--- config.mk ---
export PLATFORM = sky130hd
export DESIGN_NAME = int_ctrl_flat
export DESIGN_NICKNAME = d
export VERILOG_FILES = /design/src/rtl/int_ctrl_pkg.sv /design/src/rtl/int_ctrl_if.sv /design/src/rtl/int_ctrl_prio_enc.sv /design/src/rtl/int_ctrl.sv /design/src/flat_wrapper.sv
export SDC_FILE = /design/constraint.sdc
export NUM_CORES = 1
export LEC_CHECK = 0
export ABC_AREA = 1
export CORE_UTILIZATION = 44
export CTS_CLUSTER_DIAMETER = 150
export DETAILED_ROUTE_END_ITERATION = 6
export PLACE_DENSITY = 0.74
export SLEW_MARGIN = 25
export SYNTH_ARGS = -nofsm -noshare
export SYNTH_HDL_FRONTEND = slang
export SYNTH_SLANG_ARGS = --single-unit
--- constraint.sdc ---
create_clock -name clk -period 1.8 [get_ports clk]
set_clock_uncertainty 0.15 [all_clocks]
set_input_delay 0.54 -clock clk [delete_from_list [all_inputs] [get_ports clk]]
set_output_delay 0.54 -clock clk [all_outputs]
set_load 0.01 [all_outputs]
--- src/rtl/int_ctrl_pkg.sv ---
// Shared constants for the int_ctrl interrupt controller.
// Register select encoding and default source count.
package int_ctrl_pkg;

    localparam int NUM_SRC_DEF = 8;

    localparam logic [1:0] SEL_MASK   = 2'd0;
    localparam logic [1:0] SEL_PEND   = 2'd1;
    localparam logic [1:0] SEL_ISR    = 2'd2;
    localparam logic [1:0] SEL_SWTRIG = 2'd3;

endpackage

--- src/rtl/int_ctrl_if.sv ---
// CPU-side bus of the interrupt controller: sources, MMIO, irq handshake.
// master = CPU/SoC side, slave = controller.
interface int_ctrl_if
    import int_ctrl_pkg::*;
#(
    parameter int NUM_SRC = NUM_SRC_DEF,
    parameter int VEC_W   = $clog2(NUM_SRC)
) ();

    logic [NUM_SRC-1:0] src;
    logic               wr_en;
    logic [1:0]         wr_sel;
    logic [NUM_SRC-1:0] wr_data;
    logic [1:0]         rd_sel;
    logic [NUM_SRC-1:0] rd_data;
    logic               irq;
    logic [VEC_W-1:0]   irq_vec;
    logic               irq_ack;
    logic               eoi;

    modport master (
        output src,
        output wr_en,
        output wr_sel,
        output wr_data,
        output rd_sel,
        output irq_ack,
        output eoi,
        input  rd_data,
        input  irq,
        input  irq_vec
    );

    modport slave (
        input  src,
        input  wr_en,
        input  wr_sel,
        input  wr_data,
        input  rd_sel,
        input  irq_ack,
        input  eoi,
        output rd_data,
        output irq,
        output irq_vec
    );

endinterface

--- src/rtl/int_ctrl_prio_enc.sv ---
// Lowest-set-bit priority encoder: index of the lowest set bit plus valid.
// Index 0 is the highest priority.
module prio_enc #(
    parameter int N = 8,
    parameter int W = $clog2(N)
) (
    input  logic [N-1:0] vec_i,
    output logic [W-1:0] idx_o,
    output logic         valid_o
);

    always_comb begin
        idx_o   = '0;
        valid_o = 1'b0;
        // Scan downward so the lowest set bit is the last one written.
        for (int i = N - 1; i >= 0; i--) begin
            if (vec_i[i]) begin
                idx_o   = W'(i);
                valid_o = 1'b1;
            end
        end
    end

endmodule

--- src/rtl/int_ctrl.sv ---
// Nesting priority interrupt controller with MASK/PEND/ISR registers.
// Define INT_CTRL_EDGE_DETECT_EN for rising-edge sources (default: level).
module int_ctrl
    import int_ctrl_pkg::*;
#(
    parameter int NUM_SRC = NUM_SRC_DEF,
    parameter int VEC_W   = $clog2(NUM_SRC)
) (
    input  logic         clk,
    input  logic         rst,
    int_ctrl_if.slave    bus
);

    logic [NUM_SRC-1:0] mask_q, mask_d;
    logic [NUM_SRC-1:0] pend_q, pend_d;
    logic [NUM_SRC-1:0] isr_q,  isr_d;
    logic               irq_q,  irq_d;
    logic [VEC_W-1:0]   vec_q,  vec_d;

    logic [NUM_SRC-1:0] evt;
    logic [NUM_SRC-1:0] ack_oh;
    logic [NUM_SRC-1:0] eoi_oh;
    logic [NUM_SRC-1:0] w1c_bits;
    logic [NUM_SRC-1:0] swt_bits;
    logic [NUM_SRC-1:0] cand_vec;

    logic               wr_mask;
    logic               wr_w1c;
    logic               wr_swt;
    logic               ack_ok;
    logic               preempt;

    logic [VEC_W-1:0]   cand_idx;
    logic               cand_valid;
    logic [VEC_W-1:0]   lvl_idx;
    logic               lvl_valid;

`ifdef INT_CTRL_EDGE_DETECT_EN
    logic [NUM_SRC-1:0] src_q;

    always_ff @(posedge clk) begin
        if (rst) begin
            src_q <= '0;
        end else begin
            src_q <= bus.src;
        end
    end

    assign evt = bus.src & ~src_q;
`else
    assign evt = bus.src;
`endif

    assign cand_vec = pend_q & ~mask_q;

    prio_enc #(
        .N (NUM_SRC),
        .W (VEC_W)
    ) u_cand (
        .vec_i   (cand_vec),
        .idx_o   (cand_idx),
        .valid_o (cand_valid)
    );

    prio_enc #(
        .N (NUM_SRC),
        .W (VEC_W)
    ) u_lvl (
        .vec_i   (isr_q),
        .idx_o   (lvl_idx),
        .valid_o (lvl_valid)
    );

    always_comb begin
        wr_mask = 1'b0;
        wr_w1c  = 1'b0;
        wr_swt  = 1'b0;
        if (bus.wr_en) begin
            unique case (1'b1)
                (bus.wr_sel == SEL_MASK):   wr_mask = 1'b1;
                (bus.wr_sel == SEL_PEND):   wr_w1c  = 1'b1;
                (bus.wr_sel == SEL_SWTRIG): wr_swt  = 1'b1;
                default: ;
            endcase
        end
    end

    assign w1c_bits = wr_w1c ? bus.wr_data : '0;
    assign swt_bits = wr_swt ? bus.wr_data : '0;
    assign ack_ok   = bus.irq_ack & irq_q;

    always_comb begin
        ack_oh = '0;
        eoi_oh = '0;
        if (ack_ok) begin
            ack_oh[vec_q] = 1'b1;
        end
        if (bus.eoi && lvl_valid) begin
            eoi_oh[lvl_idx] = 1'b1;
        end
    end

    // Clears first, then sets: a same-cycle event survives ack/W1C,
    // and an eoi retires the old level before the acked bit is set.
    always_comb begin
        mask_d = wr_mask ? bus.wr_data : mask_q;
        pend_d = (pend_q & ~ack_oh & ~w1c_bits) | evt | swt_bits;
        isr_d  = (isr_q & ~eoi_oh) | ack_oh;
    end

    // Only a candidate strictly above the in-service level may preempt.
    always_comb begin
        preempt = 1'b0;
        if (cand_valid) begin
            preempt = !lvl_valid || (cand_idx < lvl_idx);
        end
        irq_d = preempt && !ack_ok;
        vec_d = preempt ? cand_idx : vec_q;
    end

    always_ff @(posedge clk) begin
        if (rst) begin
            mask_q <= '1;
            pend_q <= '0;
            isr_q  <= '0;
            irq_q  <= 1'b0;
            vec_q  <= '0;
        end else begin
            mask_q <= mask_d;
            pend_q <= pend_d;
            isr_q  <= isr_d;
            irq_q  <= irq_d;
            vec_q  <= vec_d;
        end
    end

    always_comb begin
        bus.rd_data = '0;
        unique case (1'b1)
            (bus.rd_sel == SEL_MASK): bus.rd_data = mask_q;
            (bus.rd_sel == SEL_PEND): bus.rd_data = pend_q;
            (bus.rd_sel == SEL_ISR):  bus.rd_data = isr_q;
            default: ;
        endcase
    end

    assign bus.irq     = irq_q;
    assign bus.irq_vec = vec_q;

endmodule

--- src/flat_wrapper.sv ---
// flat-port wrapper written by rule: the top's interface ports become plain ports
module int_ctrl_flat import int_ctrl_pkg::*;
#(
    parameter int NUM_SRC = NUM_SRC_DEF,
    parameter int VEC_W   = $clog2(NUM_SRC)
)
  (clk, rst, bus_src, bus_wr_en, bus_wr_sel, bus_wr_data, bus_rd_sel, bus_irq_ack, bus_eoi, bus_rd_data, bus_irq, bus_irq_vec);
  int_ctrl_if #(.NUM_SRC(NUM_SRC), .VEC_W(VEC_W)) bus_i ();
  input  logic clk;
  input  logic rst;
  input wire logic [$bits(bus_i.src)-1:0] bus_src;
  input wire logic [$bits(bus_i.wr_en)-1:0] bus_wr_en;
  input wire logic [$bits(bus_i.wr_sel)-1:0] bus_wr_sel;
  input wire logic [$bits(bus_i.wr_data)-1:0] bus_wr_data;
  input wire logic [$bits(bus_i.rd_sel)-1:0] bus_rd_sel;
  input wire logic [$bits(bus_i.irq_ack)-1:0] bus_irq_ack;
  input wire logic [$bits(bus_i.eoi)-1:0] bus_eoi;
  output wire logic [$bits(bus_i.rd_data)-1:0] bus_rd_data;
  output wire logic [$bits(bus_i.irq)-1:0] bus_irq;
  output wire logic [$bits(bus_i.irq_vec)-1:0] bus_irq_vec;
  assign bus_i.src = bus_src;
  assign bus_i.wr_en = bus_wr_en;
  assign bus_i.wr_sel = bus_wr_sel;
  assign bus_i.wr_data = bus_wr_data;
  assign bus_i.rd_sel = bus_rd_sel;
  assign bus_i.irq_ack = bus_irq_ack;
  assign bus_i.eoi = bus_eoi;
  assign bus_rd_data = bus_i.rd_data;
  assign bus_irq = bus_i.irq;
  assign bus_irq_vec = bus_i.irq_vec;
  int_ctrl #(.NUM_SRC(NUM_SRC), .VEC_W(VEC_W)) u_core (.clk(clk), .rst(rst), .bus(bus_i));
endmodule
==> flow_summary.yaml <==
run_status:
  status: "finished with violations"
  violations: "negative setup slack"
pwr:
  powerDensity_nw_per_um2: 558.4
  p_leak_nw: 1.129
  finalPower_mw: 1.359
  ir_worst_vdd_mv: 0.6130
critical_path:
  critPathArrivalTime_ns: 1.22
  worst-setup-path-type: "in2out"
  worst_ep_required_time_ns: 1.11
  critPathLaunchType: "primary input"
  cp_top_family: "buffers and inverters"
  worstPathMaxFanout: 6
  worstSetupEndpointType: "primary output"
  startpoint: "bus_rd_sel[0]"
  slowest_stage: "o211ai_1"
  worst-path-buf-inv: 3
  crit_chain: "buf_12 > nor2_4 > inv_4 > o211ai_1 > buf_2"
  reg2reg_from: "u_core.pend_q[6]"
  cp_slowest_stage_delay_ns: 0.18
layout:
  layout.nets: 351
  fin_util: 0.7718
  final_cell_mix: "nand2_1, buf_4, a21oi_1"
  nFillCells: 259
  layout-drive-gt1-share: 0.3560
  antenna_cells: 0
  syn2layout_area_growth_pct: 60.35
  final_common_cell: "nand2_1"
route:
  dr.pass1.iters: 4
  via_per_inst: 4.995
  drt_drc_violations_left: 0
  routedWlPerCell_um: 12.77
  dr_total_vias: 1833
  drt_iter0_drc: 165
  ant_nets: 0
  routed_wirelength_um: 4688
clock_tree:
  clock_latency_ns: 0.34
  holdBufCountCts: 0
  h-tree-depth: 1
  clkSinkCount: 28
  clockRootBuffer: "clkbuf_4"
  clk_pin_slew_ns: 0.14
  ctsLongestPathBuffers: 2
  cts_made_buffers: 3
  cts_tree: "done"
timing:
  final_hold_viol_count: 0
  setup_viol: 11
  rsz0062_at_grt: "true"
  worst-slew-pin-transition_ns: 0.2440
  finalSetupTns_ns: -0.9096
  post-route-period-util: 1.061
  finalMaxSlewViolations: 0
  finalCriticalPeriod_ns: 1.910
  setup_slack_ns: -0.1100
  relSlewSlack: 0.8368
  max_freq_mhz: 523.6
synth:
  ys_top_cells_by_area: "dfxtp_1, nand2_1, a21oi_1"
  avgSynthCellArea_um2: 6.377
  syn_nets: 265
  synth_cells: 238
  yosys.area_share.adder: 0.01649
  synth_top_family_by_area: "simple AND/OR/NAND/NOR gates"
  synth-simple-area-share: 0.3273
  yosysTopAreaCell: "dfxtp_1"
  synth_warnings: 0
  synth_cell_types: 22
  synth.area.mux_share: 0
  netlist.area_leader.share: 0.3693
  yosysSeqAreaShare: 0.3693
  ys_ff_latch: 28
  synthXorXnorAreaFrac: 0
  synth_compound_area_frac: 0.1995
  syn_area_um2: 1518
global_routing:
  grt-ovfl-total: 0
  grt_first_pass_wirelength_um: 7410
  antenna_found_initial: 0
  grt_pass1_vias: 1711
  grt_max_degree: 20
  grt_use_total: 0.2763
run:
  max-cap-violations: 0
floorplanning:
  die_y_um: 60.73
  start_util: 0.4813
  die_area_um2: 3688
  pin_count: 37
  row_count: 20
  die_x_um: 60.73
  coreArea_um2: 3153
placed_design:
  place_congestion: 0.8687
  pre_cts_slack_ns: -0.9954
  portBuffers: 36
  hpwl_um: 3508
hold_path:
  hp-class: "reg2reg"
  worstHoldStart: "u_core.bus.irq_vec[0]"
[layout make-up]
type                    count  area (um2)  area share
clock buffers               4       36.28     0.01491
inverters                  32       130.1     0.05347
multi-input cells         175       922.1      0.3789
flip-flops and latches     28       578.1      0.2375
well taps                  44       55.05     0.02262
repair buffers             84       711.9      0.2925
[cells by family (layout without fill, tap and decap cells)]
| logic type | count (synthesis) | in the layout |
|---|---|---|
| AO/OA/AOI/OAI | 51 | 51 |
| adder cells (fa/ha/maj) | 2 | 2 |
| buffers and inverters | 35 | 120 |
| flip-flops | 28 | 28 |
| AND/OR/NAND/NOR | 122 | 122 |
[final timing paths]
check | end | slack [ns] | cells after the start
worst max-delay path | bus_rd_data[1] | -0.11 | 5
worst min-delay path | u_core.bus.irq_vec[0] | 0.33 | 2
worst max register to register | u_core.bus.irq_vec[0] | -0.08 | 13
worst min register to register | u_core.bus.irq_vec[0] | 0.33 | 2
[worst register-to-register path, cell delays in order (launching register included)]
cell     delay [ns]
dfxtp_1        0.40
nand2_2        0.10
o21ai_4        0.08
nor2_2         0.06
nor3_2         0.18
ha_1           0.28
nand2_1        0.07
inv_1          0.03
nand2_1        0.06
nand2_1        0.07
nand2_2        0.11
nand2_4        0.08
nand2_1        0.06
a21oi_1        0.05
[where the power goes]
group / leakage, nW / internal [mW] / switching [mW]
clock: 0.0210 / 0.124 / 0.192
combinational: 0.876 / 0.191 / 0.179
sequential: 0.232 / 0.653 / 0.0198
total: 1.13 / 0.968 / 0.391
[timing repair]
action,CTS,global route
resized for setup,79,27
setup buffers,1,3
pin swaps,16,8
hold endpoints to repair,0,0
endpoints found under the setup margin,16,15
[registers in the layout, indices dropped and copies added, names as in the netlist]
name	count
u_core.bus.irq_vec	3
u_core.bus.irq	1
u_core.pend_q	8
u_core.mask_q	8
u_core.isr_q	8
[synth_stat cells (all sizes together)]
cell type,instances
clkinv,2
nand3,15
nor3,2
dfxtp,28
nor2,18
o21ai,7
o31ai,1
buf,1
nand4,2
inv,30
o211ai,12
o221ai,1
nand2,85
a21oi,30
clkbuf,2
ha,2
[per-stage QoR]
step                hold slack [ns]  cell area (um2)  std cells
finish                       0.3345             2434        367
global route                 0.3561             2434        367
CTS                          0.3435             2340        364
detailed placement           0.3233             2251        359
global placement             0.3176             2251        359
floorplan                    0.3007             1518        238
[per-layer routing]
metal	vias up	global-route usage	part of all wire
li1	946	-	-
met1	821	0.3403	0.43
met2	58	0.4961	0.51
met3	8	0.04904	0.050
met4	0	0.07143	0.015
met5	-	0	0
(Power assumes the default switching activity.)
